## src/rtl/apb_pkg.sv

```systemverilog
// Shared types and architecture defaults for the APB command queue.
// The width macros may be supplied on the command line; otherwise the defaults below apply.
`ifndef ADDR_WIDTH
`define ADDR_WIDTH 32
`endif
`ifndef DATA_WIDTH
`define DATA_WIDTH 32
`endif
`ifndef STRB_SIZE
`define STRB_SIZE 2
`endif

package apb_pkg;

  localparam int unsigned AddrW        = `ADDR_WIDTH;
  localparam int unsigned DataW        = `DATA_WIDTH;
  localparam int unsigned StrbW        = `STRB_SIZE;
  localparam int unsigned DepthDefault = 4;

  localparam logic [StrbW-1:0] StrbByte = StrbW'(0);
  localparam logic [StrbW-1:0] StrbHalf = StrbW'(1);
  localparam logic [StrbW-1:0] StrbWord = StrbW'(2);

  typedef struct packed {
    logic             wr;
    logic [1:0]       dsel;
    logic [StrbW-1:0] strb;
    logic [AddrW-1:0] addr;
    logic [DataW-1:0] wdata;
  } req_t;

  typedef enum logic [1:0] {
    StIdle,
    StBusy,
    StResp
  } state_e;

endpackage

```

## src/rtl/apb_sync_fifo.sv

```systemverilog
// Synchronous FIFO with power-of-two depth; read data is the current head, shown combinationally.
module apb_sync_fifo #(
  parameter int unsigned WIDTH = 8,
  parameter int unsigned DEPTH = 4,
  localparam int unsigned PtrW = $clog2(DEPTH),
  localparam int unsigned LvlW = PtrW + 1
) (
  input  logic             clk,
  input  logic             rst,
  input  logic             push,
  input  logic [WIDTH-1:0] wdata,
  input  logic             pop,
  output logic [WIDTH-1:0] rdata,
  output logic [LvlW-1:0]  level
);

  localparam logic [LvlW-1:0] Full = LvlW'(DEPTH);

  logic [WIDTH-1:0] mem [DEPTH];
  logic [PtrW-1:0]  wptr_q, rptr_q;
  logic [LvlW-1:0]  level_q;
  logic             do_push, do_pop;

  // Guard internally too, so a push at full can never overwrite the head.
  assign do_push = push && (level_q < Full);
  assign do_pop  = pop && (level_q != '0);

  always_ff @(posedge clk) begin
    if (do_push) begin
      mem[wptr_q] <= wdata;
    end
  end

  always_ff @(posedge clk) begin
    if (rst) begin
      wptr_q  <= '0;
      rptr_q  <= '0;
      level_q <= '0;
    end else begin
      if (do_push) wptr_q <= wptr_q + PtrW'(1);
      if (do_pop)  rptr_q <= rptr_q + PtrW'(1);
      if (do_push && !do_pop) begin
        level_q <= level_q + LvlW'(1);
      end else if (do_pop && !do_push) begin
        level_q <= level_q - LvlW'(1);
      end
    end
  end

  assign rdata = mem[rptr_q];
  assign level = level_q;

endmodule

```

## src/rtl/apb_cmd_queue.sv

```systemverilog
// Queues CPU requests and feeds them one at a time to an APB master, returning one response each.
module apb_cmd_queue
  import apb_pkg::*;
#(
  parameter int unsigned ADDR_WIDTH = AddrW,
  parameter int unsigned DATA_WIDTH = DataW,
  parameter int unsigned STRB_SIZE  = StrbW,
  parameter int unsigned DEPTH      = DepthDefault,
  localparam int unsigned LvlW      = $clog2(DEPTH) + 1
) (
  input  logic                  clk,
  input  logic                  rst,
  input  logic                  req_valid,
  output logic                  req_ready,
  input  logic                  req_wr,
  input  logic [1:0]            req_dsel,
  input  logic [STRB_SIZE-1:0]  req_strb,
  input  logic [ADDR_WIDTH-1:0] req_addr,
  input  logic [DATA_WIDTH-1:0] req_wdata,
  output logic                  trnsfr,
  output logic                  wr,
  output logic [1:0]            dsel,
  output logic [STRB_SIZE-1:0]  strb,
  output logic [ADDR_WIDTH-1:0] address,
  output logic [DATA_WIDTH-1:0] data_in,
  input  logic                  xfer_done,
  input  logic [DATA_WIDTH-1:0] xfer_rdata,
  input  logic                  xfer_err,
  output logic                  rsp_valid,
  input  logic                  rsp_ready,
  output logic                  rsp_wr,
  output logic [DATA_WIDTH-1:0] rsp_rdata,
  output logic                  rsp_err,
  output logic [LvlW-1:0]       level
);

  localparam int unsigned     ReqW = 1 + 2 + STRB_SIZE + ADDR_WIDTH + DATA_WIDTH;
  localparam logic [LvlW-1:0] Full = LvlW'(DEPTH);

  state_e state_q, state_d;
  logic   fifo_push, fifo_pop, capture_rsp;

  logic [ReqW-1:0] fifo_rdata;
  logic [LvlW-1:0] fifo_level;

  logic                  wr_q;
  logic [1:0]            dsel_q;
  logic [STRB_SIZE-1:0]  strb_q;
  logic [ADDR_WIDTH-1:0] addr_q;
  logic [DATA_WIDTH-1:0] wdata_q;
  logic                  rsp_wr_q, rsp_err_q;
  logic [DATA_WIDTH-1:0] rsp_rdata_q;

  // Ready depends on occupancy only, so a pop never lets a same-cycle push in at full.
  assign req_ready = (fifo_level < Full);
  assign fifo_push = req_valid && req_ready;

  apb_sync_fifo #(
    .WIDTH(ReqW),
    .DEPTH(DEPTH)
  ) u_fifo (
    .clk  (clk),
    .rst  (rst),
    .push (fifo_push),
    .wdata({req_wr, req_dsel, req_strb, req_addr, req_wdata}),
    .pop  (fifo_pop),
    .rdata(fifo_rdata),
    .level(fifo_level)
  );

  always_comb begin
    state_d     = state_q;
    fifo_pop    = 1'b0;
    capture_rsp = 1'b0;
    unique case (state_q)
      StIdle: begin
        if (fifo_level != '0) begin
          fifo_pop = 1'b1;
          state_d  = StBusy;
        end
      end
      StBusy: begin
        if (xfer_done) begin
          capture_rsp = 1'b1;
          state_d     = StResp;
        end
      end
      StResp: begin
        if (rsp_ready) begin
          if (fifo_level != '0) begin
            fifo_pop = 1'b1;
            state_d  = StBusy;
          end else begin
            state_d = StIdle;
          end
        end
      end
      default: state_d = StIdle;
    endcase
  end

  always_ff @(posedge clk) begin
    if (rst) begin
      state_q     <= StIdle;
      wr_q        <= 1'b0;
      dsel_q      <= '0;
      strb_q      <= '0;
      addr_q      <= '0;
      wdata_q     <= '0;
      rsp_wr_q    <= 1'b0;
      rsp_rdata_q <= '0;
      rsp_err_q   <= 1'b0;
    end else begin
      state_q <= state_d;
      if (fifo_pop) begin
        {wr_q, dsel_q, strb_q, addr_q, wdata_q} <= fifo_rdata;
      end
      if (capture_rsp) begin
        rsp_wr_q    <= wr_q;
        rsp_rdata_q <= wr_q ? '0 : xfer_rdata;
        rsp_err_q   <= xfer_err;
      end
    end
  end

  assign trnsfr    = (state_q == StBusy);
  assign rsp_valid = (state_q == StResp);
  assign wr        = wr_q;
  assign dsel      = dsel_q;
  assign strb      = strb_q;
  assign address   = addr_q;
  assign data_in   = wdata_q;
  assign rsp_wr    = rsp_wr_q;
  assign rsp_rdata = rsp_rdata_q;
  assign rsp_err   = rsp_err_q;
  assign level     = fifo_level;

endmodule

```

## config.mk

```make
export PLATFORM = sky130hd
export DESIGN_NAME = apb_cmd_queue
export DESIGN_NICKNAME = d
export VERILOG_FILES = /design/src/rtl/apb_pkg.sv /design/src/rtl/apb_sync_fifo.sv /design/src/rtl/apb_cmd_queue.sv
export SDC_FILE = /design/constraint.sdc
export NUM_CORES = 1
export LEC_CHECK = 0
export CAP_MARGIN = 40
export CELL_PAD_IN_SITES_DETAIL_PLACEMENT = 0
export CELL_PAD_IN_SITES_GLOBAL_PLACEMENT = 1
export CORE_MARGIN = 10
export CORE_UTILIZATION = 35
export CTS_BUF_LIST = sky130_fd_sc_hd__clkbuf_8
export DETAILED_ROUTE_END_ITERATION = 8
export PLACE_DENSITY = 0.66
export SLEW_MARGIN = 30
export SYNTH_ARGS = -nofsm -noshare
export SYNTH_HDL_FRONTEND = slang
export SYNTH_SLANG_ARGS = --single-unit
export TNS_END_PERCENT = 100
```

## constraint.sdc

```tcl
create_clock -name clk -period 3.76 [get_ports clk]
set_input_delay 0.752 -clock clk [delete_from_list [all_inputs] [get_ports clk]]
set_output_delay 0.752 -clock clk [all_outputs]
set_load 0.005 [all_outputs]
```

==> metrics.txt <==
DRT Pass-1 Iters=4; Worst Clk Skew=0.0224 ns; XOR/XNOR share of the synthesized area=0.178%; FMAX=0.336 GHz; Post-Synth Simple-Gate Area=6.54%; YS warnings=0; Post-synth top flop=edfxtp_1; portion of total power attributed to sequential cells=43.9%; Post-Layout Cell Count=1716; Final ANT Viol Nets=0; final setup vio count=0; HP Class=register to register; internal power=9.12 mW; GRT met1 Usage=19.5%; Post-Synthesis Cell Area=14800 µm²; top post-synthesis cells by area=edfxtp_1 (56%), dfxtp_1 (15%), mux4_2 (10%); fin crit share=79.2%; clk buf depth=3; met2 usage=23.9%; initial antenna violation count=3; Mapped Nets=1012; layout cells sized above 1=16.7%; clock root buffer=clkbuf_8; most frequent cells in the layout=edfxtp_1 (276), clkdlybuf4s50_1 (214), dfxtp_1 (109), a21oi_1 (107), clkbuf_8 (77); Worst-path clk slew=0.06 ns; top-area cell type share of the netlist area=56.2%; Via-to-Cell Ratio=5.21; compound-gate portion of the synthesized area=7.22%; CTS HTree Levels=3; Initial Utilization=35.3%; total gr overflow=0; # IOs=216; sequential area share after synthesis=71.4%; most common cell after layout, fill and taps aside=edfxtp_1; DP HPWL=23.6 mm; Synth cell types=33; Syn Area/Cell=16.4 µm²; #FFs+latches synth=388; GP Congestion=0.701; Post-CTS Repair Setup Buffers=0; Post-synth EDFFs=276; routed vias=8936; post-detailed-routing wire length=38.5 mm; Sink Count=388; net switching power=4.01 mW; static leakage=6.18 nW; mux share of post-synthesis cell area=10.8%; worst rel slew slack=46.6%; post-layout util=44.9%; largest family of logic cells by synthesized area=multiplexers; adder-cell share of the synthesized area=0.560%; CTS tree=yes; Starting DRT DRC Count=659; final worst setup slack=0.782 ns; DIE AREA=50800 µm²; Final Total Pwr=13.1 mW; Final Critical Period=2.98 ns; TritonCTS Buffers=66; clock power share=26.6%; Crit-path slowest cell=dfxtp_4; pre-CTS setup slack=0.879 ns; Worst Setup End Kind=primary output; worst path arrival time=2.23 ns; slowest stage delay, CP=0.75 ns; Synth Instances=899; CP cell instances=nor2b_1 -> clkdlybuf4s50_1; Setup crit start kind=register; Clock Latency Late Sink=0.58 ns; gr usage total=15.1%; Worst Path Max Fanout=50; core box area=41900 µm²; Top Family by Delay on Critical Path=flip-flops; setup_tns=0 ns; Die H=225 µm; final hold violation count=0; Nets=1240; Worst Tran Pin Value=0.800 ns; placed insts=1598; async set-or-reset flop fraction in the synthesized netlist=0%; status=completed; CP Data Required Time=3.01 ns; pin count of the biggest net entering global routing=58; Die Width=225 µm; power per cell area=698 nW/µm²; Setup CP Type=register to primary output; Max Cap Violations=0; count of hold-fix buffers inserted at cts=0; M3 GR Usage=4.85%; port bufs=215; Slew Limit Fails=0; unrepaired setup endpoints after global routing=false; maximum vdd ir drop=0.329 mV; Comb pwr share=29.5%; CTS resizes=0; Site Rows=75; first-pass GRT wire length=59.1 mm; Syn-to-layout area delta=27.4%; WL/cell=22.5 µm; GRT busiest layer=met2; switching share of power=30.5%; number of global-route vias before repair=9516; drt drc=0; most area-hungry cell type in the Yosys netlist=edfxtp_1; Critical path buffers and inverters=1
flip-flops by register name, summed over array words and instances, names as in the netlist, 2 cells and up:
register,cells
address,32
data_in,32
dsel,2
rsp_rdata,32
state_q,2
strb,2
u_fifo.level,3
u_fifo.mem,276
u_fifo.rptr_q,2
u_fifo.wptr_q,2
per-layer routing:
metal  share of wire, %  wire length (µm)
met1                 44             17100
met2                 47             18000
met3                7.5              2880
met4                1.5               586
met5              0.044                17
worst reg2reg max path, stage by stage (launching register included):
cell      delay (ns)
dfxtp_4         0.75
clkinv_2        0.13
nand3_1         0.12
ha_1            0.19
inv_1           0.06
fa_1            0.39
xor2_1          0.17
or3_1           0.30
a21oi_1         0.16
logic make-up after synthesis:
group                    count (synthesis)
AND/OR/NAND/NOR                        162
XOR/XNOR                                 3
AO/OA/AOI/OAI                          178
buffers and inverters                   90
flip-flops                             388
adder cells (fa/ha/maj)                  6
multiplexers                            72
power groups by stage:
stage	Sequential (mW)	Clock, mW	Combinational, mW
3_5_place_dp	5.86	0	3.94
5_1_grt	5.86	3.81	4.21
2_1_floorplan	5.63	0	2.46
6_report	5.76	3.49	3.88
3_3_place_gp	5.95	0	3.75
4_1_cts	5.78	3.62	3.96
cells in the mapped netlist, drive strengths merged, types with 2 or more instances:
library cell and n:
clkbuf 44, nand3b 33, mux4 69, or3 2
dfxtp 112, inv 5, nor2 5, mux2i 2
nand2 36, nand4 70, a21oi 107, nor2b 5
edfxtp 276, xor2 2, and2 4, o31ai 70
ha 5, nand2b 3, buf 41
path summary, 6_finish.rpt:
check                             start                            to  slack, ns  depth (start not counted)
max reg2reg     state_q[0]$_SDFFE_PP0P_  u_fifo.level[2]$_SDFFE_PP0P_       1.40                          8
min          rsp_rdata[15]$_SDFFE_PP0P_    rsp_rdata[15]$_SDFFE_PP0P_       0.45                          2
min reg2reg  rsp_rdata[15]$_SDFFE_PP0P_    rsp_rdata[15]$_SDFFE_PP0P_       0.45                          2
max             state_q[0]$_SDFFE_PP0P_                        trnsfr       0.78                          2
metrics by stage:
step                      cell area [µm²]  hold WS (ns)
after CTS                           18800         0.451
after global placement              17400         0.437
final                               18800         0.446
after floorplan                     14800         0.448
after global routing                18800         0.467
after detailed placement            17600         0.442
layout make-up:
| class | instances | area [µm²] |
|---|---|---|
| flip-flops and latches | 388 | 10500 |
| diodes | 2 | 5.00 |
| fillers | 3723 | 23100 |
| clock buffers | 77 | 1060 |
| clock inverters | 39 | 163 |
| inverters | 5 | 20.0 |
| multi-input cells | 421 | 3760 |
| repair buffers | 245 | 2570 |
| well taps | 539 | 674 |
No activity file was read; power rests on OpenSTA's default activity.
